==> config.mk <==
export PLATFORM = sky130hd
export DESIGN_NAME = mult_share_arb_flat
export DESIGN_NICKNAME = d
export VERILOG_FILES = /design/src/rtl/mult_share_arb_if.sv /design/src/rtl/mult_share_arb.sv /design/src/flat_wrapper.sv
export SDC_FILE = /design/constraint.sdc
export NUM_CORES = 1
export LEC_CHECK = 0
export CAP_MARGIN = 5
export CORE_MARGIN = 2
export CORE_UTILIZATION = 51
export DETAILED_ROUTE_END_ITERATION = 16
export HOLD_SLACK_MARGIN = 0.05
export PLACE_DENSITY = 0.78
export RECOVER_POWER = 25
export SETUP_SLACK_MARGIN = 0.2
export SYNTH_ARGS = -nofsm -noshare
export SYNTH_HDL_FRONTEND = slang
export SYNTH_SLANG_ARGS = --single-unit
export TNS_END_PERCENT = 10
==> constraint.sdc <==
create_clock -name clk -period 6 [get_ports clk]
set_input_delay 1.2 -clock clk [delete_from_list [all_inputs] [get_ports clk]]
set_output_delay 1.2 -clock clk [all_outputs]
set_load 0.03 [all_outputs]
==> src/rtl/mult_share_arb_if.sv <==
// mult_share_arb_if: handshake and result bundle between two requesters and mult_share_arb.
//   req0/a0/b0, req1/a1/b1 : requester operands and request strobes (requester -> arbiter)
//   gnt0/gnt1              : combinational issue grants (arbiter -> requester)
//   rvalid0/rvalid1        : one-cycle result-valid pulses, one per requester
//   result                 : registered 19-bit signed product shared by both requesters
//   busy                   : high while any issued product is still in flight
// Modports: master = requester side, slave = arbiter side.
interface mult_share_arb_if;
    logic        req0;
    logic [10:0] a0;
    logic [7:0]  b0;
    logic        gnt0;
    logic        req1;
    logic [10:0] a1;
    logic [7:0]  b1;
    logic        gnt1;
    logic        rvalid0;
    logic        rvalid1;
    logic [18:0] result;
    logic        busy;

    modport master (
        output req0, a0, b0, req1, a1, b1,
        input  gnt0, gnt1, rvalid0, rvalid1, result, busy
    );

    modport slave (
        input  req0, a0, b0, req1, a1, b1,
        output gnt0, gnt1, rvalid0, rvalid1, result, busy
    );
endinterface

==> src/rtl/mult_share_arb.sv <==
// mult_share_arb: two-requester arbiter that time-shares one signed 11x8 multiplier.
// Issues at most one product per clock, tags each issue with the requester id and returns
// the registered product with a one-cycle rvalid pulse to the issuing requester.
// Ports:
//   clk  : system clock, rising edge
//   rst  : synchronous active-high reset
//   bus  : mult_share_arb_if.slave (requests, operands, grants, result, rvalids, busy)
// Parameters:
//   MULT_LAT : multiplier latency in cycles (n1/n2 sampled -> result valid), >= 1
// Configuration macro:
//   MULT_ARB_FIXED_PRIO_EN : defined -> requester 0 always wins ties (no round-robin pointer)
//
// mult11sx8s: signed 11x8 multiplier, full 19-bit product, LAT register stages.
module mult11sx8s #(
    parameter int unsigned LAT = 1
) (
    input  logic        clk,
    input  logic [10:0] n1,
    input  logic [7:0]  n2,
    output logic [18:0] result
);
    logic signed [18:0] prod;
    logic        [18:0] pipe [LAT];

    // Operands are sign-extended to the 19-bit context before multiplying.
    assign prod = $signed(n1) * $signed(n2);

    always_ff @(posedge clk) begin
        pipe[0] <= prod;
        for (int i = 1; i < int'(LAT); i++) begin
            pipe[i] <= pipe[i-1];
        end
    end

    assign result = pipe[LAT-1];
endmodule

module mult_share_arb #(
    parameter int unsigned MULT_LAT = 1
) (
    input logic             clk,
    input logic             rst,
    mult_share_arb_if.slave bus
);
    localparam int unsigned Last = MULT_LAT - 1;

    logic              gnt0;
    logic              gnt1;
    logic              gnt_any;
    logic [10:0]       n1;
    logic [7:0]        n2;
    logic [18:0]       mult_out;
    logic [MULT_LAT-1:0] tag_v_q;
    logic [MULT_LAT-1:0] tag_id_q;
    logic [18:0]       result_q;
    logic              rvalid0_q;
    logic              rvalid1_q;
    logic              busy_q;

`ifndef MULT_ARB_FIXED_PRIO_EN
    logic prio_q;  // requester that wins the next tie
`endif

    always_comb begin
        gnt0 = 1'b0;
        gnt1 = 1'b0;
        if (!rst) begin
`ifdef MULT_ARB_FIXED_PRIO_EN
            gnt0 = bus.req0;
            gnt1 = bus.req1 & ~bus.req0;
`else
            gnt0 = bus.req0 & (~bus.req1 | ~prio_q);
            gnt1 = bus.req1 & (~bus.req0 | prio_q);
`endif
        end
    end

    assign gnt_any = gnt0 | gnt1;

    // Idle cycles feed zeros so the multiplier sees no stale operands.
    always_comb begin
        n1 = '0;
        n2 = '0;
        if (gnt0) begin
            n1 = bus.a0;
            n2 = bus.b0;
        end else if (gnt1) begin
            n1 = bus.a1;
            n2 = bus.b1;
        end
    end

    mult11sx8s #(
        .LAT (MULT_LAT)
    ) u_mult (
        .clk    (clk),
        .n1     (n1),
        .n2     (n2),
        .result (mult_out)
    );

`ifndef MULT_ARB_FIXED_PRIO_EN
    always_ff @(posedge clk) begin
        if (rst) begin
            prio_q <= 1'b0;
        end else if (gnt0) begin
            prio_q <= 1'b1;
        end else if (gnt1) begin
            prio_q <= 1'b0;
        end
    end
`endif

    // Tag pipeline mirrors the multiplier latency; clearing it on reset is what drops
    // products still draining out of the multiplier.
    always_ff @(posedge clk) begin
        if (rst) begin
            tag_v_q   <= '0;
            tag_id_q  <= '0;
            result_q  <= '0;
            rvalid0_q <= 1'b0;
            rvalid1_q <= 1'b0;
            busy_q    <= 1'b0;
        end else begin
            tag_v_q[0]  <= gnt_any;
            tag_id_q[0] <= gnt1;
            for (int i = 1; i < int'(MULT_LAT); i++) begin
                tag_v_q[i]  <= tag_v_q[i-1];
                tag_id_q[i] <= tag_id_q[i-1];
            end
            rvalid0_q <= tag_v_q[Last] & ~tag_id_q[Last];
            rvalid1_q <= tag_v_q[Last] & tag_id_q[Last];
            if (tag_v_q[Last]) begin
                result_q <= mult_out;
            end
            // Covers every cycle from issue+1 through the rvalid cycle.
            busy_q <= gnt_any | (|tag_v_q);
        end
    end

    assign bus.gnt0    = gnt0;
    assign bus.gnt1    = gnt1;
    assign bus.result  = result_q;
    assign bus.rvalid0 = rvalid0_q;
    assign bus.rvalid1 = rvalid1_q;
    assign bus.busy    = busy_q;
endmodule

==> src/flat_wrapper.sv <==
// flat-port wrapper written by rule: the top's interface ports become plain ports
module mult_share_arb_flat 
#(
    parameter int unsigned MULT_LAT = 1
)
  (clk, rst, bus_req0, bus_a0, bus_b0, bus_req1, bus_a1, bus_b1, bus_gnt0, bus_gnt1, bus_rvalid0, bus_rvalid1, bus_result, bus_busy);
  mult_share_arb_if bus_i ();
  input logic clk;
  input logic rst;
  input wire logic [$bits(bus_i.req0)-1:0] bus_req0;
  input wire logic [$bits(bus_i.a0)-1:0] bus_a0;
  input wire logic [$bits(bus_i.b0)-1:0] bus_b0;
  input wire logic [$bits(bus_i.req1)-1:0] bus_req1;
  input wire logic [$bits(bus_i.a1)-1:0] bus_a1;
  input wire logic [$bits(bus_i.b1)-1:0] bus_b1;
  output wire logic [$bits(bus_i.gnt0)-1:0] bus_gnt0;
  output wire logic [$bits(bus_i.gnt1)-1:0] bus_gnt1;
  output wire logic [$bits(bus_i.rvalid0)-1:0] bus_rvalid0;
  output wire logic [$bits(bus_i.rvalid1)-1:0] bus_rvalid1;
  output wire logic [$bits(bus_i.result)-1:0] bus_result;
  output wire logic [$bits(bus_i.busy)-1:0] bus_busy;
  assign bus_i.req0 = bus_req0;
  assign bus_i.a0 = bus_a0;
  assign bus_i.b0 = bus_b0;
  assign bus_i.req1 = bus_req1;
  assign bus_i.a1 = bus_a1;
  assign bus_i.b1 = bus_b1;
  assign bus_gnt0 = bus_i.gnt0;
  assign bus_gnt1 = bus_i.gnt1;
  assign bus_rvalid0 = bus_i.rvalid0;
  assign bus_rvalid1 = bus_i.rvalid1;
  assign bus_result = bus_i.result;
  assign bus_busy = bus_i.busy;
  mult_share_arb #(.MULT_LAT(MULT_LAT)) u_core (.clk(clk), .rst(rst), .bus(bus_i));
endmodule
==> results.rst, run 1 <==
.. list-table::
   :header-rows: 1

   * - Metric
     - Value
   * - Final period util
     - 1.00
   * - Post-synthesis cell area
     - ~4700 um2
   * - Cell at the root of the clock tree
     - clkbuf_8
   * - Count of vias placed by the detailed router
     - 4,390
   * - Reg-to-reg critical path startpoint
     - u_core.prio_q
   * - Clock latency on the worst-skew pair
     - 0.30 ns
   * - Clock Path Buffers
     - 2
   * - Worst Hold Path EP
     - u_core.bus.rvalid0
   * - Slew of the pin with the lowest slew margin
     - ~1.2 ns
   * - Top achievable clock speed
     - 166 MHz
   * - Number of global-route vias before repair
     - roughly 4,800
   * - Worst ir drop on vdd
     - 133 uV
   * - Reg-to-reg slack, setup
     - between 0.5 and 0.6 ns
   * - Area fraction in and, or, nand and nor cells after synthesis
     - 0.132
   * - GRT Resource Usage Total
     - 0.284
   * - Number of CTS-inserted buffers
     - 5
   * - Total of max-cap violations
     - 0
   * - Area delta synth->final
     - 49.1%
   * - Number of remaining DRC errors
     - 0
   * - Post-detailed-route wirelength per cell
     - 18.6 um
   * - Remaining global-route overflow
     - 0
   * - Placed Cells incl. Taps
     - 747
   * - Clock sink count
     - between 40 and 50
   * - Area enclosed by the die boundary
     - around 9900 um2
   * - Fraction of layout cells with a size suffix above 1
     - 0.302
   * - Number of storage elements in the synthesis netlist
     - 44
   * - FF-to-FF path depth
     - 23
   * - Avg Inst Size Synth
     - 9.27 um2
   * - Final Worst Setup Slack
     - -0.0288 ns
   * - Antenna violations before repair
     - 0
   * - Crit end category
     - flop
   * - Largest clock skew in the final design
     - 0.00344 ns
   * - Parity-gate share of the synthesized area counting xor and xnor cells
     - 0.0320
   * - Ys Warns
     - 0
   * - Most heavily used metal layer in global routing
     - met2
   * - Share of the synthesized area in compound gates (AO/OA/AOI/OAI)
     - 0.108
   * - Input/output buffers
     - 65
   * - Number of levels the H-tree was split into
     - 2
   * - Commonest cells after routing, fill and taps aside
     - buf_4 (100), inv_1 (88), nor2_1 (74)
   * - Global-route wire length before repair
     - approximately 22 mm
   * - Synth Net Count
     - roughly 650
   * - Antenna cell count
     - 0
   * - Met1 global-route usage
     - 0.301
   * - Violations in the final reports
     - negative setup slack
   * - TritonCTS clock tree
     - yes
   * - Max-slew violations
     - 0
   * - Floorplan die width
     - 99.5 um
   * - Worst-path fanout max
     - 7
   * - Fraction of registers with async set/reset
     - 0
   * - Share of the core filled with cells in the final layout
     - 0.788
   * - Adder and majority cell fraction of the synthesized area
     - 0.408
   * - Gate Count Post-Synth
     - 502
   * - Sum of negative setup slack
     - -0.0288 ns
   * - Effective utilization at floorplan
     - 0.529
   * - Most used flip-flop cell after synthesis
     - dfxtp_1
   * - Source of the worst hold timing path
     - u_core.tag_id_q
   * - Routability-driven placement congestion ratio
     - approximately 0.95
   * - Largest net degree at the start of global routing
     - 22
   * - Total power
     - approximately 1200 uW
   * - Final Setup Violations
     - 1
   * - Portion of the post-synthesis area used by sequential elements
     - 0.189
   * - Initial DRC count
     - approximately 200
   * - Tmin final
     - roughly 6.0 ns
   * - Crit path arrival time
     - 6.22 ns
   * - Via-per-instance ratio
     - 5.58
   * - Synth unique cells
     - 38
   * - Placeable core area
     - slightly below 9000 um2
   * - Global-route met2 utilization
     - 0.553
   * - Final net count
     - 828
   * - Height of the chip
     - ~100 um
   * - Leakage power
     - approximately 0.0033 uW
   * - Hold depth
     - 1
   * - Half-perimeter wire length of the detailed placement result
     - 9.69 mm
   * - Worst path required time
     - approximately 6.2 ns
   * - Drt total wl
     - around 15 mm
   * - Number of routed nets with antenna violations
     - 0
   * - Post-synth EDFFs
     - 0
   * - Site row count
     - 34
   * - Crit Path Category
     - input port to flop
   * - Fin cells
     - ~790
   * - RSZ-0062 raised after global routing
     - true
   * - Proportion of synthesized area in mux cells
     - 0.0408
   * - Power density over the cells
     - approximately 180 nW/um2
   * - Max-slew headroom at the worst pin
     - 0.195
   * - Status
     - complete, but fails checks
   * - Clock edge transition at the registers on the reported setup and hold paths
     - around 0.090 ns
   * - Count of final hold-check violations
     - 0
   * - Number of detailed-routing iterations run before antenna repair
     - 5
   * - Kind of start point of the critical path
     - input port
   * - IO Count
     - 66
   * - Most common library cell in the layout ignoring fill and taps
     - buf_4
   * - Routing usage on met3
     - 0.0358
   * - Combinational family with the most area after synthesis
     - adder cells
   * - Kind of path behind the tightest hold check
     - flop to flop
   * - Capturing point of the worst reg2reg path
     - u_core.u_mult.pipe[0][17]
==> flip-flops by register name (all words and copies together), names as in the netlist <==
name,cells
u_core.tag_v_q,1
u_core.bus.result,19
u_core.u_mult.pipe,19
u_core.tag_id_q,1
u_core.bus.rvalid0,1
u_core.bus.rvalid1,1
u_core.prio_q,1
u_core.bus.busy,1
==> layer usage <==
| layer | part of all wire | vias up |
|---|---|---|
| met1 | 0.37 | 2194 |
| met5 | 0 | - |
| met3 | 0.039 | 70 |
| met2 | 0.54 | 190 |
| li1 | - | 1936 |
| met4 | 0.052 | 0 |
==> final cells by class <==
cell class / instances / area, um2
inverters: 92 / 345
repair buffers: 184 / 1710
clock buffers: 6 / 82.6
clock inverters: 2 / 38.8
flip-flops and latches: 44 / 881
fillers: 498 / 1870
well taps: 108 / 135
multi-input cells: 351 / 3740
==> worst max path at each step <==
stage / from / endpoint / slack [ns] / cells past startpoint
after CTS: rst / u_core.u_mult.pipe[0][17] / 0.13 / 22
after floorplan: bus_req0 / u_core.u_mult.pipe[0][17] / 0.19 / 19
after detailed placement: bus_req1 / u_core.u_mult.pipe[0][17] / -0.57 / 22
final: bus_req0 / u_core.u_mult.pipe[0][17] / -0.03 / 24
after global placement: bus_req1 / u_core.u_mult.pipe[0][18] / -0.37 / 21
after global routing: bus_req0 / u_core.u_mult.pipe[0][17] / -0.14 / 27
==> through the flow <==
step / cell area (um2) / setup slack, ns / hold slack [ns]
floorplan: 4770 / 0.190 / 0.393
global placement: 6130 / -0.371 / 0.396
detailed placement: 6130 / -0.567 / 0.408
CTS: 6750 / 0.126 / 0.414
global route: 6940 / -0.140 / 0.424
finish: 6940 / -0.0288 / 0.420
==> cells in the mapped netlist, types with 4 or more instances <==
master,number,area share
dfxtp_1,44,0.19
mux2i_1,19,0.041
nor2_1,86,0.069
a21o_1,4,0.0065
nor2b_1,4,0.0054
xnor2_1,16,0.030
buf_2,12,0.013
a22oi_1,16,0.026
ha_1,35,0.094
o21ai_0,7,0.0075
a21oi_1,12,0.013
a22o_1,12,0.023
nand2b_1,11,0.015
fa_1,73,0.31
nand2_1,28,0.023
inv_1,92,0.074
==> worst max-delay path, cell delays in order <==
cell       delay [ns]
buf_6            0.10
nor2b_4          0.14
nor3b_4          0.26
buf_4            0.16
buf_4            0.09
bufbuf_16        0.25
a22oi_2          0.05
buf_6            0.14
nand2b_4         0.14
fa_1             0.54
fa_1             0.53
inv_1            0.06
fa_1             0.47
inv_1            0.05
fa_1             0.49
inv_2            0.05
ha_4             0.27
a21o_1           0.16
a21oi_4          0.08
a21oi_4          0.20
o41ai_4          0.09
buf_4            0.14
and4bb_1         0.18
or3_1            0.38
==> power breakdown <==
| part | internal (uW) | switching, uW |
|---|---|---|
| registers | 345 | 26.4 |
| logic | 305 | 299 |
| clock network | 136 | 111 |
| total | 787 | 436 |
==> cells by family (layout without fill, tap and decap cells) <==
kind of cell	after synthesis	after routing
xor gates and xnor gates	17	17
buffers and inverters	107	284
adders and majority gates	108	108
DFF	44	44
and+or+nand+nor	142	142
AOI/OAI and AO/OA	65	65
muxes	19	19
==> repair_timing <==
| item | CTS | global route |
|---|---|---|
| hold buffers | 0 | 0 |
| gates cloned | 4 | 0 |
| pin swaps | 33 | 27 |
| setup endpoints to repair | 6 | 9 |
| setup buffers | 25 | 3 |
| gates resized for setup | 58 | 38 |
Power figures use the tool's default switching activity.
==> run 2, diff against run 1 <==
- GPL_TIMING_DRIVEN: default -> 0
==> results.rst, run 2 (same netlist as run 1, synthesis figures left out) <==
.. list-table::
   :header-rows: 1

   * - Metric
     - Value
   * - Number of routed nets with antenna violations
     - 0
   * - Status
     - finished clean
   * - Placed cell areas
     - 5560 um2
   * - Number of detailed-routing iterations run before antenna repair
     - 5
   * - Site row count
     - 34
   * - Global-route wire length before repair
     - 20.1 mm
   * - Floorplan die width
     - about 100 um
   * - Number of global-route vias before repair
     - roughly 4,300
   * - TritonCTS clock tree
     - yes
   * - Fraction of layout cells with a size suffix above 1
     - 0.244
   * - Sequential standard cell area
     - between 800 and 900 um2
   * - Fraction of power spent switching nets
     - 0.360
   * - Top achievable clock speed
     - approximately 170 MHz
   * - Routability-driven placement congestion ratio
     - ~0.88
   * - Largest clock skew in the final design
     - around 0.011 ns
   * - Effective utilization at floorplan
     - 0.529
   * - Drt total wl
     - roughly 14 mm
   * - Initial DRC count
     - 229
   * - Count of vias placed by the detailed router
     - approximately 4,100
   * - Half-perimeter wire length of the detailed placement result
     - slightly below 9 mm
   * - Crit path arrival time
     - 6.09 ns
   * - Net Switching
     - 417 uW
   * - Placeable core area
     - 8810 um2
   * - Remaining global-route overflow
     - 0
   * - Post-route cell area
     - approximately 6600 um2
   * - Most common library cell in the layout ignoring fill and taps
     - inv_1
   * - Worst hold margin
     - roughly 0.43 ns
   * - Placed Cells incl. Taps
     - around 680
   * - Leakage power
     - about 0.0031 uW
   * - Max-slew violations
     - 0
   * - Tmin final
     - around 5.9 ns
   * - Reg-to-reg slack, setup
     - 0.64 ns
   * - Source of the worst hold timing path
     - u_core.tag_id_q
   * - Fin cells
     - 736
   * - Final period util
     - 0.985
   * - Crit end category
     - flop
   * - Critical path startpoint
     - bus_req1
   * - FF-to-FF path depth
     - 19
   * - Reg-to-reg critical path startpoint
     - u_core.prio_q
   * - Area of combinational cells with multiple inputs
     - ~3800 um2
   * - Worst Hold Path EP
     - u_core.bus.rvalid0
   * - Kind of start point of the critical path
     - input port
   * - Worst path required time
     - 6.19 ns
   * - Post-detailed-route wirelength per cell
     - 18.7 um
   * - Final Setup Violations
     - 0
   * - Height of the chip
     - between 90 and 100 um
   * - Largest net degree at the start of global routing
     - 15
   * - Final net count
     - roughly 800
   * - CTS hold repair buffers
     - 0
   * - Clock Path Buffers
     - 2
   * - Max-slew headroom at the worst pin
     - 0.603
   * - Input/output buffers
     - 65
   * - Slew of the pin with the lowest slew margin
     - 0.595 ns
   * - Cell at the root of the clock tree
     - clkbuf_8
   * - Capturing point of the worst reg2reg path
     - u_core.u_mult.pipe[0][17]
   * - Worst ir drop on vdd
     - 118 uV
   * - RSZ-0062 raised after global routing
     - true
   * - Hold depth
     - 1
   * - Seq pwr share
     - 0.314
   * - Antenna cell count
     - 0
   * - Total power
     - roughly 1200 uW
   * - Cell internal power dissipation
     - approximately 740 uW
   * - IO Count
     - 66
   * - Crit Path Category
     - input port to flop
   * - Area enclosed by the die boundary
     - ~9900 um2
   * - Number of remaining DRC errors
     - 0
   * - GRT Resource Usage Total
     - 0.259
   * - Number of CTS-inserted buffers
     - 5
   * - Kind of path behind the tightest hold check
     - flop to flop
   * - Total of max-cap violations
     - 0
   * - Area delta synth->final
     - 40.7%
   * - Fill cell total of the finished layout
     - 580
   * - Count of final hold-check violations
     - 0
   * - Power density over the cells
     - 177 nW/um2
   * - Antenna violations before repair
     - 0
   * - Clock edge transition at the registers on the reported setup and hold paths
     - 0.10 ns
   * - Clock sink count
     - 44
   * - Sum of negative setup slack
     - 0 ns
   * - Via-per-instance ratio
     - ~5.6
   * - Clock latency on the worst-skew pair
     - 0.31 ns
   * - Gate power share
     - 0.471
   * - Worst-path fanout max
     - 10
   * - Power share of the clock group
     - 0.215
   * - Commonest cells after routing, fill and taps aside
     - inv_1 (87), nor2_1 (79), fa_1 (69)
   * - Number of levels the H-tree was split into
     - 2
==> run 2: stage by stage <==
step                 util  setup WS (ns)
floorplan               -          0.190
global placement    0.631         -0.902
detailed placement  0.631         -0.966
CTS                 0.704          0.130
global route        0.744        -0.0240
finish              0.744         0.0923
==> run 2: cell type report <==
| cell class | instances | share of cell area |
|---|---|---|
| plain buffers | 15 | 0.0254 |
| clock buffers | 6 | 0.0126 |
| inverters | 92 | 0.0527 |
| well taps | 108 | 0.0206 |
| multi-input cells | 351 | 0.573 |
| flip-flops and latches | 44 | 0.134 |
| repair buffers | 118 | 0.176 |
| clock inverters | 2 | 0.00592 |
==> run 2: how the worst max path moves through the flow <==
stage                                     end  slack [ns]  cells after the start
global route        u_core.u_mult.pipe[0][17]       -0.02                     20
global placement    u_core.u_mult.pipe[0][17]       -0.90                     19
CTS                 u_core.u_mult.pipe[0][17]        0.13                     22
floorplan           u_core.u_mult.pipe[0][17]        0.19                     19
finish              u_core.u_mult.pipe[0][17]        0.09                     20
detailed placement  u_core.u_mult.pipe[0][18]       -0.97                     19
==> run 2: timing repair <==
action,4_1_cts,5_1_grt
buffers inserted,30,20
hold endpoints to repair,0,0
pin swaps,33,42
gates resized for setup,56,55
gates cloned,3,0
setup endpoints to repair,10,7
==> run 2: layer usage <==
layer / track usage / part of all wire / up-vias
met5: 0 / 0 / -
met4: 0.104 / 0.048 / 0
met3: 0.0372 / 0.056 / 63
met2: 0.480 / 0.53 / 187
met1: 0.299 / 0.37 / 2031
li1: - / - / 1837
==> run 2: critical path, stage by stage <==
cell and delay (ns):
clkbuf_2 0.14, a21oi_4 0.07, and2_4 0.17, buf_8 0.14
buf_12 0.13, buf_8 0.14, a22o_4 0.29, nor2_1 0.27
fa_1 0.51, fa_1 0.49, fa_1 0.53, inv_1 0.06
fa_1 0.52, inv_2 0.05, ha_4 0.30, nand4_1 0.22
a21oi_4 0.26, o41ai_4 0.09, and4bb_1 0.19, or3_1 0.30
==> run 2: power by group through the flow <==
stage                     sequential [uW]  clock [uW]  combinational, uW
after floorplan                       395           0                278
after global routing                  368         260                597
after CTS                             363         253                489
after global placement                370           0                427
final                                 364         248                546
after detailed placement              370           0                439
